===== src/rtl/serial_out_pkg.sv =====
// Shared types and constants for the parallel-in, serial-out unloader.
package serial_out_pkg;
    typedef enum logic {
        IDLE  = 1'b0,
        SHIFT = 1'b1
    } state_t;

    localparam int DEF_WIDTH = 10;

    // Counter must reach WIDTH-1; never narrower than one bit.
    function automatic int cnt_width(input int w);
        return (w > 2) ? $clog2(w) : 1;
    endfunction
endpackage


===== src/rtl/dffr.sv =====
// Single-bit flop with asynchronous active-high reset to zero.
module dffr (
    input  logic clock,
    input  logic reset,
    input  logic d,
    output logic q
);
    always_ff @(posedge clock or posedge reset) begin
        if (reset) q <= 1'b0;
        else       q <= d;
    end
endmodule


===== src/rtl/serial_out10.sv =====
// Parallel-in, serial-out unloader with valid/ready on both sides.
// Define SERIAL_OUT_MSB_FIRST_EN to emit MSB first (default: LSB first).
module serial_out10
    import serial_out_pkg::*;
#(
    parameter int WIDTH = DEF_WIDTH,
    parameter int CNT_W = cnt_width(WIDTH)
) (
    input  logic             clock,
    input  logic             reset,
    input  logic             load_valid,
    output logic             load_ready,
    input  logic [WIDTH-1:0] load_data,
    output logic             sout,
    output logic             sout_valid,
    output logic             sout_last,
    input  logic             sout_ready
);
    state_t            state, state_nxt;
    logic              state_q, state_d;
    logic [WIDTH-1:0]  shreg, shreg_d, shifted;
    logic [CNT_W-1:0]  cnt, cnt_d;
    logic              load, beat;

    dffr u_state (.clock(clock), .reset(reset), .d(state_d), .q(state_q));

    genvar g;
    generate
        for (g = 0; g < WIDTH; g++) begin : g_sh
            dffr u_sh (.clock(clock), .reset(reset), .d(shreg_d[g]), .q(shreg[g]));
        end
        for (g = 0; g < CNT_W; g++) begin : g_cnt
            dffr u_cnt (.clock(clock), .reset(reset), .d(cnt_d[g]), .q(cnt[g]));
        end
    endgenerate

    assign state   = state_t'(state_q);
    assign state_d = (state_nxt == SHIFT);

`ifdef SERIAL_OUT_MSB_FIRST_EN
    assign shifted = {shreg[WIDTH-2:0], 1'b0};
    assign sout    = shreg[WIDTH-1];
`else
    assign shifted = {1'b0, shreg[WIDTH-1:1]};
    assign sout    = shreg[0];
`endif

    assign sout_valid = (state == SHIFT);
    assign sout_last  = sout_valid && (cnt == CNT_W'(WIDTH-1));
    // Combinational from sout_ready so a new word lands on the last beat.
    assign load_ready = (state == IDLE) || (sout_last && sout_ready);
    assign load       = load_valid && load_ready;
    assign beat       = sout_valid && sout_ready;

    always_comb begin
        state_nxt = state;
        shreg_d   = shreg;
        cnt_d     = cnt;
        if (load) begin
            state_nxt = SHIFT;
            shreg_d   = load_data;
            cnt_d     = '0;
        end else if (beat) begin
            shreg_d = shifted;
            // Count parks at WIDTH-1 after the final beat until the next load.
            if (sout_last) state_nxt = IDLE;
            else           cnt_d     = cnt + CNT_W'(1);
        end
    end
endmodule


===== config.mk =====
export PLATFORM = sky130hd
export DESIGN_NAME = serial_out10
export DESIGN_NICKNAME = d
export VERILOG_FILES = /design/src/rtl/serial_out_pkg.sv /design/src/rtl/dffr.sv /design/src/rtl/serial_out10.sv
export SDC_FILE = /design/constraint.sdc
export NUM_CORES = 1
export LEC_CHECK = 0
export ABC_AREA = 1
export CORE_UTILIZATION = 50
export DETAILED_ROUTE_END_ITERATION = 7
export GPL_ROUTABILITY_DRIVEN = 0
export GPL_TIMING_DRIVEN = 0
export PLACE_DENSITY = 0.78
export SYNTH_ARGS = -nofsm -noshare
export SYNTH_HDL_FRONTEND = slang
export SYNTH_SLANG_ARGS = --single-unit

===== constraint.sdc =====
create_clock -name clock -period 1.6 [get_ports clock]
set_input_delay 0.4 -clock clock [delete_from_list [all_inputs] [get_ports clock]]
set_output_delay 0.4 -clock clock [all_outputs]
set_load 0.01 [all_outputs]

==> results of run 1 <==
[layout by cell type (no fill, tap or decap), drive strengths merged, types with 2 or more instances in the layout]
master         count
buf                8
clkbuf             4
clkdlybuf4s50     12
dfrtp             15
dlymetal6s2s       3
ha                 2
inv               28
nand2             40
nand3             15
nand4              9
o21ai              5
xor2               2
[worst max-delay path, stage by stage (launching register included)]
cell and delay [ns]:
dfrtp_1 0.41, inv_2 0.07, ha_4 0.13, nand3_4 0.07, o21ai_2 0.14, buf_2 0.15
[through the flow]
stage	utilization	total power [uW]
2_1_floorplan	-	1027
3_3_place_gp	0.6484	1169
3_5_place_dp	0.6484	1197
4_1_cts	0.6791	1461
5_1_grt	0.6945	1628
6_report	0.6945	1513
[layer usage]
layer  global-route usage  vias up
met5                    0        -
met4              0.07273        0
met3              0.04898        2
met2               0.3324       18
met1               0.2718      379
li1                     -      427
[logic make-up (layout without fill, tap and decap cells)]
| family | count (synthesis) | count (layout) | share of synthesized area |
|---|---|---|---|
| xor+xnor | 2 | 2 | 0.01934 |
| compound gates | 6 | 6 | 0.04558 |
| fa+ha+maj | 2 | 2 | 0.02762 |
| simple gates | 65 | 65 | 0.3315 |
| buf+inv | 32 | 56 | 0.1616 |
| flops | 15 | 15 | 0.4144 |
[where the power goes]
part	total (uW)	switching, uW	internal, uW	leakage [uW]
Combinational	658	351	306	0.000468
Sequential	626	110	516	0.000193
Clock	229	136	92.9	0.0000177
Total	1510	597	915	0.000679
[worst min-delay path by stage]
stage                              start               end  slack, ns  cells past startpoint
after detailed placement  g_sh[5].u_sh.q    g_sh[5].u_sh.q       0.47                      2
after global placement    g_sh[3].u_sh.q    g_sh[3].u_sh.q       0.46                      2
after global routing          sout_ready  g_cnt[1].u_cnt.q       0.46                      3
final                         sout_ready  g_cnt[1].u_cnt.q       0.45                      3
after CTS                          reset    g_sh[2].u_sh.q       0.48                      2
after floorplan                    reset  g_cnt[0].u_cnt.q       0.30                      1
[area by class of cell]
type / count / area, sq um
sequential: 15 / 377.9
fill: 142 / 521.8
multi-input combinational: 75 / 412.9
tap: 25 / 31.28
clock buffer: 3 / 22.52
clock inverter: 1 / 5.005
timing repair buffer: 20 / 190.2
buffer: 4 / 41.29
inverter: 28 / 105.1
[registers in the layout (all words and copies together), names as in the netlist]
register	flops
g_sh.u_sh.q	10
g_cnt.u_cnt.q	4
u_state.q	1
[timing repair]
action	in CTS	in global routing
setup endpoints to repair	3	4
gates resized for setup	12	9
pin swaps	3	1
setup buffers	3	0
==> summary.txt, run 1 <==
Run
  – Max-cap viol count: 0

Status
  – Status: finished with violations
  – Failing checks: setup timing

Synth
  – Cell taking the most area after synthesis: dfrtp_1
  – Yosys top cell area share: 0.4144
  – Syn nets: 138
  – Yosys reg bits: 15
  – Synth top cells by count: nand2_1, inv_1, dfrtp_1
  – Number of synthesized flops with an enable pin: 0
  – Synth warn: 0
  – Cell area after synthesis: 905.9 sq um
  – Top-count cell post-synth: nand2_1
  – Top_reg_cell synth: dfrtp_1
  – Post-synthesis sequential area ratio: 0.4144
  – Post-Syn Instances: 122
  – Avg Cell Area, Syn: 7.425 sq um
  – Top post-synthesis cells by area: dfrtp_1, nand2_1, inv_1
  – Asr flop ratio synth: 1.000
  – Netlist cell types: 18

Setup path
  – Reg-to-reg slack, setup: 0.29 ns
  – Worst R2R Path Depth: 5
  – Worst Path Required: 1.20 ns
  – Worst Setup SP: g_cnt[1].u_cnt.q
  – RR Endpoint: g_cnt[0].u_cnt.q
  – WP data arrival: between 1 and 1.5 ns
  – RR Startpoint: u_state.q
  – Crit Path Max Fanout: 2
  – Worst setup path class: register to primary output
  – Worst setup SP type: register
  – Worst Setup EP: load_ready
  – Worst setup EP type: primary output

Global route
  – Initial antenna violation count: 0
  – Number of global-route vias before repair: roughly 700
  – Largest net degree at the start of global routing: 16
  – Congestion Overflow GR: 0
  – First-pass GRT wire length: ~3000 microns
  – GR Util All Layers: 0.2068

STA
  – Max-slew violations: 0
  – Setup violators final: 1
  – Worst hold slack: between 0.4 and 0.5 ns
  – Final period utilization: 1.032
  – Final Hold Fails: 0
  – Layout Skew: 0.002538 ns
  – Fmax: 605.5 MHz
  – Minimum clock period after layout: 1.651 ns
  – RSZ-0062 raised after global routing: true
  – Final WS setup: -0.05143 ns
  – Slew Limit Headroom: 0.6076
  – Setup TNS: -0.05143 ns
  – Worst-margin pin slew: ~0.6 ns

CTS
  – Clock Sink Count: 15
  – Clock slew at reported path FFs: 0.10 ns
  – TritonCTS clock tree: done
  – Hold Buf Count CTS: 0
  – CTS max path bufs: 2
  – Total CTS buffers: 3
  – Clk root buf: clkbuf_4
  – Worst-Skew Late Latency: 0.29 ns
  – Number of H-tree levels: 1

Drt
  – Vias per cell: 4.830
  – Total number of vias: 826
  – DRC Markers: 0
  – Final WL: approximately 1800 microns
  – Met3 WL post-DR: 57 microns
  – Wl on met1: 887 microns
  – Max layer used: met4
  – Pre-antenna DRT Iters: 4
  – Iteration-0 DRC Markers: 8
  – Met2 Wirelength: 886 microns
  – Post-DRT Antenna Nets: 0
  – Routed len/inst: 10.80 microns

Die
  – Initial Util: 0.5304
  – Chip Width: 44.57 microns
  – CORE AREA: roughly 1700 sq um
  – Ports: 18
  – Num rows: 15
  – Die Ht: 44.57 microns
  – Die footprint: 1986 sq um

Placed design
  – Post-DP HPWL: around 1300 microns
  – # port buffers: 17
  – Setup WS pre-CTS: -0.5626 ns
  – Post-Place Cell Area: 1107 sq um
  – Placed Cells incl. Taps: 164

Min path
  – Type of the tightest min-delay check: primary input to register

Power
  – Maximum vdd drop: 0.7739 mV
  – Power per cell area: around 1300 nW/um^2
  – Leak: 0.0006788 uW

Cells and area
  – Layout cells sized above 1: 0.1986
  – Final instance area: 1186 sq um
  – Fin nets: 163
  – Antenna cell count: 0
  – Synth-to-Final Area Change: 30.94%
  – Post-route insts no fill: 171
Power figures use the tool's default switching activity.
==> inputs of run 2 (changes only) <==
--- a/config.mk
+++ b/config.mk
@@ -6,7 +6,9 @@
 export NUM_CORES = 1
 export LEC_CHECK = 0
 export ABC_AREA = 1
+export CAP_MARGIN = 20
 export CORE_UTILIZATION = 50
+export CTS_CLUSTER_SIZE = 16
 export DETAILED_ROUTE_END_ITERATION = 7
 export GPL_ROUTABILITY_DRIVEN = 0
 export GPL_TIMING_DRIVEN = 0
@@ -14,3 +16,4 @@
 export SYNTH_ARGS = -nofsm -noshare
 export SYNTH_HDL_FRONTEND = slang
 export SYNTH_SLANG_ARGS = --single-unit
+export TNS_END_PERCENT = 30
==> run 2 against run 1 <==
The run still ends with setup timing left. Worst hold slack got worse by 0.00059 ns. Power fell by 0.47%. Sequential cell count did not move. Final cell count fell by 0.58%. Global-route usage fell by 0.085 points. Largest cell class unchanged. Highest routed layer unchanged.
==> summary.txt, run 2 (synthesis results as in run 1) <==
Power
  – Tot Pwr: 1506 uW (-0.47%)
  – Flop pwr share: 0.420 (+0.006)
  – Switch Pwr: 594.7 uW (-0.42%)
  – P_int: 910.8 uW (-0.50%)
  – Switch share: 0.3950 (about the same)
  – Maximum vdd drop: 0.7692 mV (-0.61%)
  – Logic pwr share: 0.429 (-0.006)
  – Leak: 0.0006726 uW (-0.91%)
  – Power per cell area: 1281 nW/um^2 (+0.48%)
  – Clock power frac: 0.152 (about the same)

CTS
  – Worst-Skew Late Latency: 0.29 ns (about the same)
  – CTS max path bufs: 2 (unchanged)
  – Clock slew at reported path FFs: 0.10 ns (about the same)
  – TritonCTS clock tree: done
  – Clk root buf: clkbuf_4
  – Hold Buf Count CTS: 0 (unchanged)
  – Total CTS buffers: 3 (unchanged)
  – Number of H-tree levels: 1 (unchanged)
  – Clock Sink Count: 15 (unchanged)

Setup path
  – Worst setup SP type: register
  – Crit Path Max Fanout: 2 (unchanged)
  – Worst setup EP type: primary output
  – Worst Path Required: 1.20 ns (about the same)
  – Worst setup path class: register to primary output
  – CP Cell Sequence: inv_2 > ha_4 > nand3_4 > o21ai_2 > buf_2
  – Crit-path slowest cell: dfrtp_1
  – WP data arrival: 1.26 ns (about the same)
  – Max stage delay on crit path: 0.41 ns (about the same)
  – Worst R2R Path Depth: 8 (+3)

Global route
  – Number of global-route vias before repair: 693 (-0.29%)
  – First-pass GRT wire length: 2980 microns (-0.23%)
  – GR Util All Layers: 0.2060 (-0.0008511)
  – Largest net degree at the start of global routing: 16 (unchanged)
  – Congestion Overflow GR: 0 (unchanged)
  – Initial antenna violation count: 0 (unchanged)

Status
  – Failing checks: setup timing
  – Status: finished with violations

STA
  – Max-slew violations: 0 (unchanged)
  – Setup violators final: 1 (unchanged)
  – Final WS setup: -0.05703 ns (-0.005596 ns)
  – RSZ-0062 raised after global routing: true
  – Slew Limit Headroom: 0.6079 (about the same)
  – Fmax: 603.5 MHz (-0.34%)
  – Layout Skew: 0.0005711 ns (-0.001967 ns)
  – Final Hold Fails: 0 (unchanged)
  – Worst-margin pin slew: 0.5876 ns (-0.0004140 ns)
  – Minimum clock period after layout: 1.657 ns (+0.005596 ns)
  – Final period utilization: 1.036 (+0.003497)

Cells and area
  – Most frequent cells in the layout: nand2_1, inv_1, nand3_1, dfrtp_1, clkdlybuf4s50_1
  – Layout cells sized above 1: 0.1931 (-0.005527)
  – Most common cell after layout, fill and taps aside: nand2_1
  – Multi-input logic area: 412.9 sq um (unchanged)
  – Antenna cell count: 0 (unchanged)
  – Synth-to-Final Area Change: 29.70%
  – Area occupied by registers: 377.9 sq um (unchanged)
  – Filler cells: 144 (+1.4%)
  – Post-route insts no fill: 170 (-0.58%)
  – Fin nets: 162 (-0.61%)
  – Final core occ: 0.6879 (-0.006593)
  – Largest Register: g_sh.u_sh.q
  – Largest register FFs: 10 (unchanged)
  – Top Registers: g_sh.u_sh.q x10, g_cnt.u_cnt.q x4, u_state.q x1

Drt
  – Post-DRT Antenna Nets: 0 (unchanged)
  – Final WL: 1850 microns (+0.16%)
  – Total number of vias: 812 (-1.7%)
  – Iteration-0 DRC Markers: 14 (+6)
  – Vias per cell: 4.776 (-1.1%)
  – Pre-antenna DRT Iters: 4 (unchanged)
  – Routed len/inst: 10.88 microns (+0.75%)
  – DRC Markers: 0 (unchanged)

Min path
  – Type of the tightest min-delay check: primary input to register
  – WHS Path Cells: 3 (unchanged)

Die
  – Ports: 18 (unchanged)
  – Initial Util: 0.5304 (unchanged)
  – Die Ht: 44.57 microns (unchanged)
  – CORE AREA: 1708 sq um (unchanged)
  – Num rows: 15 (unchanged)
  – Die footprint: 1986 sq um (unchanged)
  – Chip Width: 44.57 microns (unchanged)

Placed design
  – Placed Cells incl. Taps: 164 (unchanged)
  – # port buffers: 17 (unchanged)
  – Post-DP HPWL: 1280 microns (unchanged)

Run
  – Max-cap viol count: 0 (unchanged)
## run 2: cell types whose count changed in the layout (fill, tap and decap cells not counted)
cell and change:
buf_4 -1, dlygate4sd2_1 +1, dlymetal6s2s_1 -1
## run 2: cell type report
class	count	area share
inverters	28	0.08946
repair buffers	19	0.1523
multi-input cells	75	0.3514
clock inverters	1	0.004260
flip-flops and latches	15	0.3216
plain buffers	4	0.03514
well taps	25	0.02662
clock buffers	3	0.01917
## run 2: worst paths after layout
check / startpoint / endpoint / slack, ns
setup / recovery: g_cnt[1].u_cnt.q / load_ready / -0.06
hold / removal: sout_ready / g_cnt[1].u_cnt.q / 0.45
setup reg to reg: g_cnt[0].u_cnt.q / g_sh[6].u_sh.q / 0.32
hold reg to reg: g_sh[3].u_sh.q / g_sh[3].u_sh.q / 0.49
max in group asynchronous: reset / u_state.q / 0.72
min in group asynchronous: reset / g_sh[2].u_sh.q / 0.46
## run 2: power groups by stage
stage / sequential (uW) / combinational [uW] / clock [uW]
after floorplan: 603 / 424 / 0
after global placement: 615 / 554 / 0
after detailed placement: 623 / 575 / 0
after CTS: 612 / 609 / 233
after global routing: 644 / 731 / 246
final: 632 / 646 / 228
## run 2: repair_timing
action                     CTS  global route
setup endpoints to repair    3             3
pin swaps                    3             1
buffers inserted             2             0
resized for setup           13             8
## run 2: critical path, delay by kind of cell, from the launching register on
kind,cells,cell delay (ns)
flip-flops,1,0.41
AND/OR/NAND/NOR,1,0.07
adder cells (fa/ha/maj),1,0.13
buffers and inverters,2,0.22
AO/OA/AOI/OAI,1,0.14
## run 2: per-stage QoR
| step | cell area, sq um | setup slack, ns | TNS, ns | hold WS (ns) |
|---|---|---|---|---|
| CTS | 1151 | -0.1233 | -0.1373 | 0.4831 |
| finish | 1175 | -0.05703 | -0.05703 | 0.4465 |
| detailed placement | 1107 | -0.5626 | -1.712 | 0.4656 |
| floorplan | 905.9 | 0.2371 | 0 | 0.3015 |
| global route | 1175 | -0.1100 | -0.1840 | 0.4629 |
| global placement | 1107 | -0.5703 | -1.449 | 0.4639 |
## run 2: per-layer routing
layer	vias to the layer above	track usage	part of all wire
li1	422	-	-
met1	368	0.2718	0.47
met2	20	0.3294	0.49
met3	2	0.04898	0.033
met4	0	0.07273	0.0086
met5	-	0	0
==> inputs of run 3 (changes only) <==
--- a/config.mk
+++ b/config.mk
@@ -7,12 +7,11 @@
 export LEC_CHECK = 0
 export ABC_AREA = 1
 export CAP_MARGIN = 20
-export CORE_UTILIZATION = 50
+export CORE_UTILIZATION = 40
 export CTS_CLUSTER_SIZE = 16
 export DETAILED_ROUTE_END_ITERATION = 7
 export GPL_ROUTABILITY_DRIVEN = 0
 export GPL_TIMING_DRIVEN = 0
-export PLACE_DENSITY = 0.78
 export SYNTH_ARGS = -nofsm -noshare
 export SYNTH_HDL_FRONTEND = slang
 export SYNTH_SLANG_ARGS = --single-unit
==> run 3 against run 2 <==
The run still ends with setup timing left. First-iteration DRC count decreased by 14%. Count of clock-buffer cells in the layout increased by 1. Largest cell class unchanged. Critical path depth decreased by 1. Global-route usage decreased by 3.6 points. Setup slack got worse by 0.046 ns. Fmax decreased by 2.7%. Sequential cell count unchanged. Sequential share of layout area decreased by 0.41 points. Clock power decreased by 5%. Final cell count increased by 2.9%. Final area increased by 0.96%.
==> summary.txt, run 3 (synthesis results as in run 1) <==
Power
  – Maximum vdd drop: 0.7182 mV (-6.6%)
  – Leak: 0.0006760 uW (+0.51%)
  – Power per cell area: 1248 nW/um^2 (-2.6%)

Cells and area
  – Most frequent cells in the layout: nand2_1, inv_1, dfrtp_1
  – Multi-input logic area: 400.4 sq um (-3.0%)
  – Synth-to-Final Area Change: 30.94%
  – Largest Register: g_sh.u_sh.q
  – Most common cell after layout, fill and taps aside: nand2_1
  – Largest register FFs: 10 (unchanged)
  – Layout cells sized above 1: 0.1824 (-0.01067)
  – Final instance area: 1186 sq um (+0.96%)
  – Antenna cell count: 0 (unchanged)
  – Fin nets: 165 (+1.9%)
  – Top Registers: g_sh.u_sh.q x10, g_cnt.u_cnt.q x4, u_state.q x1
  – Area occupied by registers: 376.6 sq um (-0.33%)
  – Post-route insts no fill: 175 (+2.9%)
  – Filler cells: 208 (+44%)

STA
  – Worst-margin pin slew: 0.5970 ns (+0.009410 ns)
  – Slew Limit Headroom: 0.6016 (-0.006280)
  – Layout Skew: 0.004147 ns (+0.003575 ns)
  – Fmax: 587.1 MHz (-2.7%)
  – Setup violators final: 1 (unchanged)
  – Final WS setup: -0.1033 ns (-0.04624 ns)
  – Final period utilization: 1.065 (+0.02890)
  – Final Hold Fails: 0 (unchanged)
  – RSZ-0062 raised after global routing: true
  – Minimum clock period after layout: 1.703 ns (+0.04624 ns)
  – Max-slew violations: 0 (unchanged)

Drt
  – Wl on met1: 901 microns (+4.0%)
  – Pre-antenna DRT Iters: 4 (unchanged)
  – Routed len/inst: 10.86 microns (-0.23%)
  – Vias per cell: 4.794 (+0.37%)
  – DRC Markers: 0 (unchanged)
  – Iteration-0 DRC Markers: 12 (-2)
  – Met2 Wirelength: 924 microns (+2.0%)
  – Met3 WL post-DR: 58 microns (-4.9%)
  – Final WL: 1900 microns (+2.7%)
  – Post-DRT Antenna Nets: 0 (unchanged)
  – Max layer used: met4
  – Total number of vias: 839 (+3.3%)

Setup path
  – Worst setup EP type: primary output
  – Worst setup SP type: primary input
  – WP data arrival: 1.30 ns (+0.04 ns)
  – Worst setup path class: primary input to primary output
  – Reg-to-reg slack, setup: 0.10 ns (-0.22 ns)
  – Crit Path Max Fanout: 4 (+2)
  – Worst Path Required: 1.20 ns (about the same)

CTS
  – Worst-Skew Late Latency: 0.28 ns (about the same)
  – Number of H-tree levels: 1 (unchanged)
  – CTS max path bufs: 2 (unchanged)
  – Total CTS buffers: 3 (unchanged)
  – TritonCTS clock tree: done
  – Clock slew at reported path FFs: 0.09 ns (about the same)
  – Hold Buf Count CTS: 0 (unchanged)
  – Clock Sink Count: 15 (unchanged)
  – Clk root buf: clkbuf_4

Global route
  – Initial antenna violation count: 0 (unchanged)
  – GR Util All Layers: 0.1698 (-0.03615)
  – Number of global-route vias before repair: 677 (-2.3%)
  – Largest net degree at the start of global routing: 16 (unchanged)
  – First-pass GRT wire length: 3125 microns (+4.9%)
  – Congestion Overflow GR: 0 (unchanged)

Die
  – Chip Width: 49.59 microns (+11%)
  – CORE AREA: 2042 sq um (+20%)
  – Die Ht: 49.59 microns (+11%)
  – Initial Util: 0.4436 (-0.08678)
  – Num rows: 16 (+1)
  – Ports: 18 (unchanged)
  – Die footprint: 2459 sq um (+24%)

Status
  – Failing checks: setup timing
  – Status: finished with violations

Placed design
  – Placed Cells incl. Taps: 166 (+1.2%)
  – # port buffers: 17 (unchanged)
  – Post-Place Cell Area: 1110 sq um (+0.23%)
  – Post-DP HPWL: 1327 microns (+3.7%)

Min path
  – Type of the tightest min-delay check: primary input to async pin

Run
  – Max-cap viol count: 0 (unchanged)
-- run 3: cell count changes in the layout (fill, tap and decap cells not counted), sizes merged --
| cell | delta |
|---|---|
| buf | +3 |
| clkdlybuf4s50 | +1 |
| clkinv | -1 |
| dlymetal6s2s | -1 |
| clkbuf | +1 |
-- run 3: power by group --
part	total, uW	switching, uW	internal [uW]
registers	602	87.9	514
logic	662	348	314
clock network	217	120	96.5
total	1480	556	924
-- run 3: area by class of cell --
type                    count  share of cell area
plain buffers               4             0.03797
clock buffers               4             0.02215
inverters                  28             0.08861
multi-input cells          75              0.3376
flip-flops and latches     15              0.3175
well taps                  27             0.02848
repair buffers             22              0.1677
-- run 3: worst paths after layout --
check | start | end | cells past startpoint
setup / recovery | sout_ready | load_ready | 4
hold reg to reg | g_sh[1].u_sh.q | g_sh[1].u_sh.q | 2
hold / removal | reset | g_cnt[2].u_cnt.q | 2
max in group asynchronous | reset | u_state.q | 2
setup reg to reg | g_cnt[1].u_cnt.q | g_sh[7].u_sh.q | 11
min in group clock | g_sh[1].u_sh.q | g_sh[1].u_sh.q | 2
-- run 3: layer usage --
layer	vias up	global-route usage
met5	-	0
met4	0	0.05714
met3	2	0.02778
met2	12	0.2658
met1	396	0.2360
li1	429	-
-- run 3: stage by stage --
| step | hold slack, ns | setup WS [ns] | util | power, uW | setup TNS (ns) |
|---|---|---|---|---|---|
| 2_1_floorplan | 0.3015 | 0.2371 | - | 1027 | 0 |
| 3_3_place_gp | 0.4621 | -0.5879 | 0.5435 | 1181 | -1.796 |
| 3_5_place_dp | 0.4651 | -0.5876 | 0.5435 | 1198 | -1.750 |
| 4_1_cts | 0.4899 | -0.1192 | 0.5717 | 1479 | -0.1297 |
| 5_1_grt | 0.5120 | -0.1917 | 0.5809 | 1617 | -0.3502 |
| 6_report | 0.4826 | -0.1033 | 0.5809 | 1480 | -0.1033 |
-- run 3: timing repair --
item | CTS | global route
buffers inserted | 4 | 1
hold endpoints to repair | 0 | 0
gates resized for setup | 13 | 4
setup endpoints to repair | 3 | 3
pin swaps | 3 | 2
-- run 3: worst max-delay path, cell delays in order --
cell and delay (ns):
clkdlybuf4s50_1 0.50, inv_2 0.07, o21ai_2 0.17, buf_2 0.16
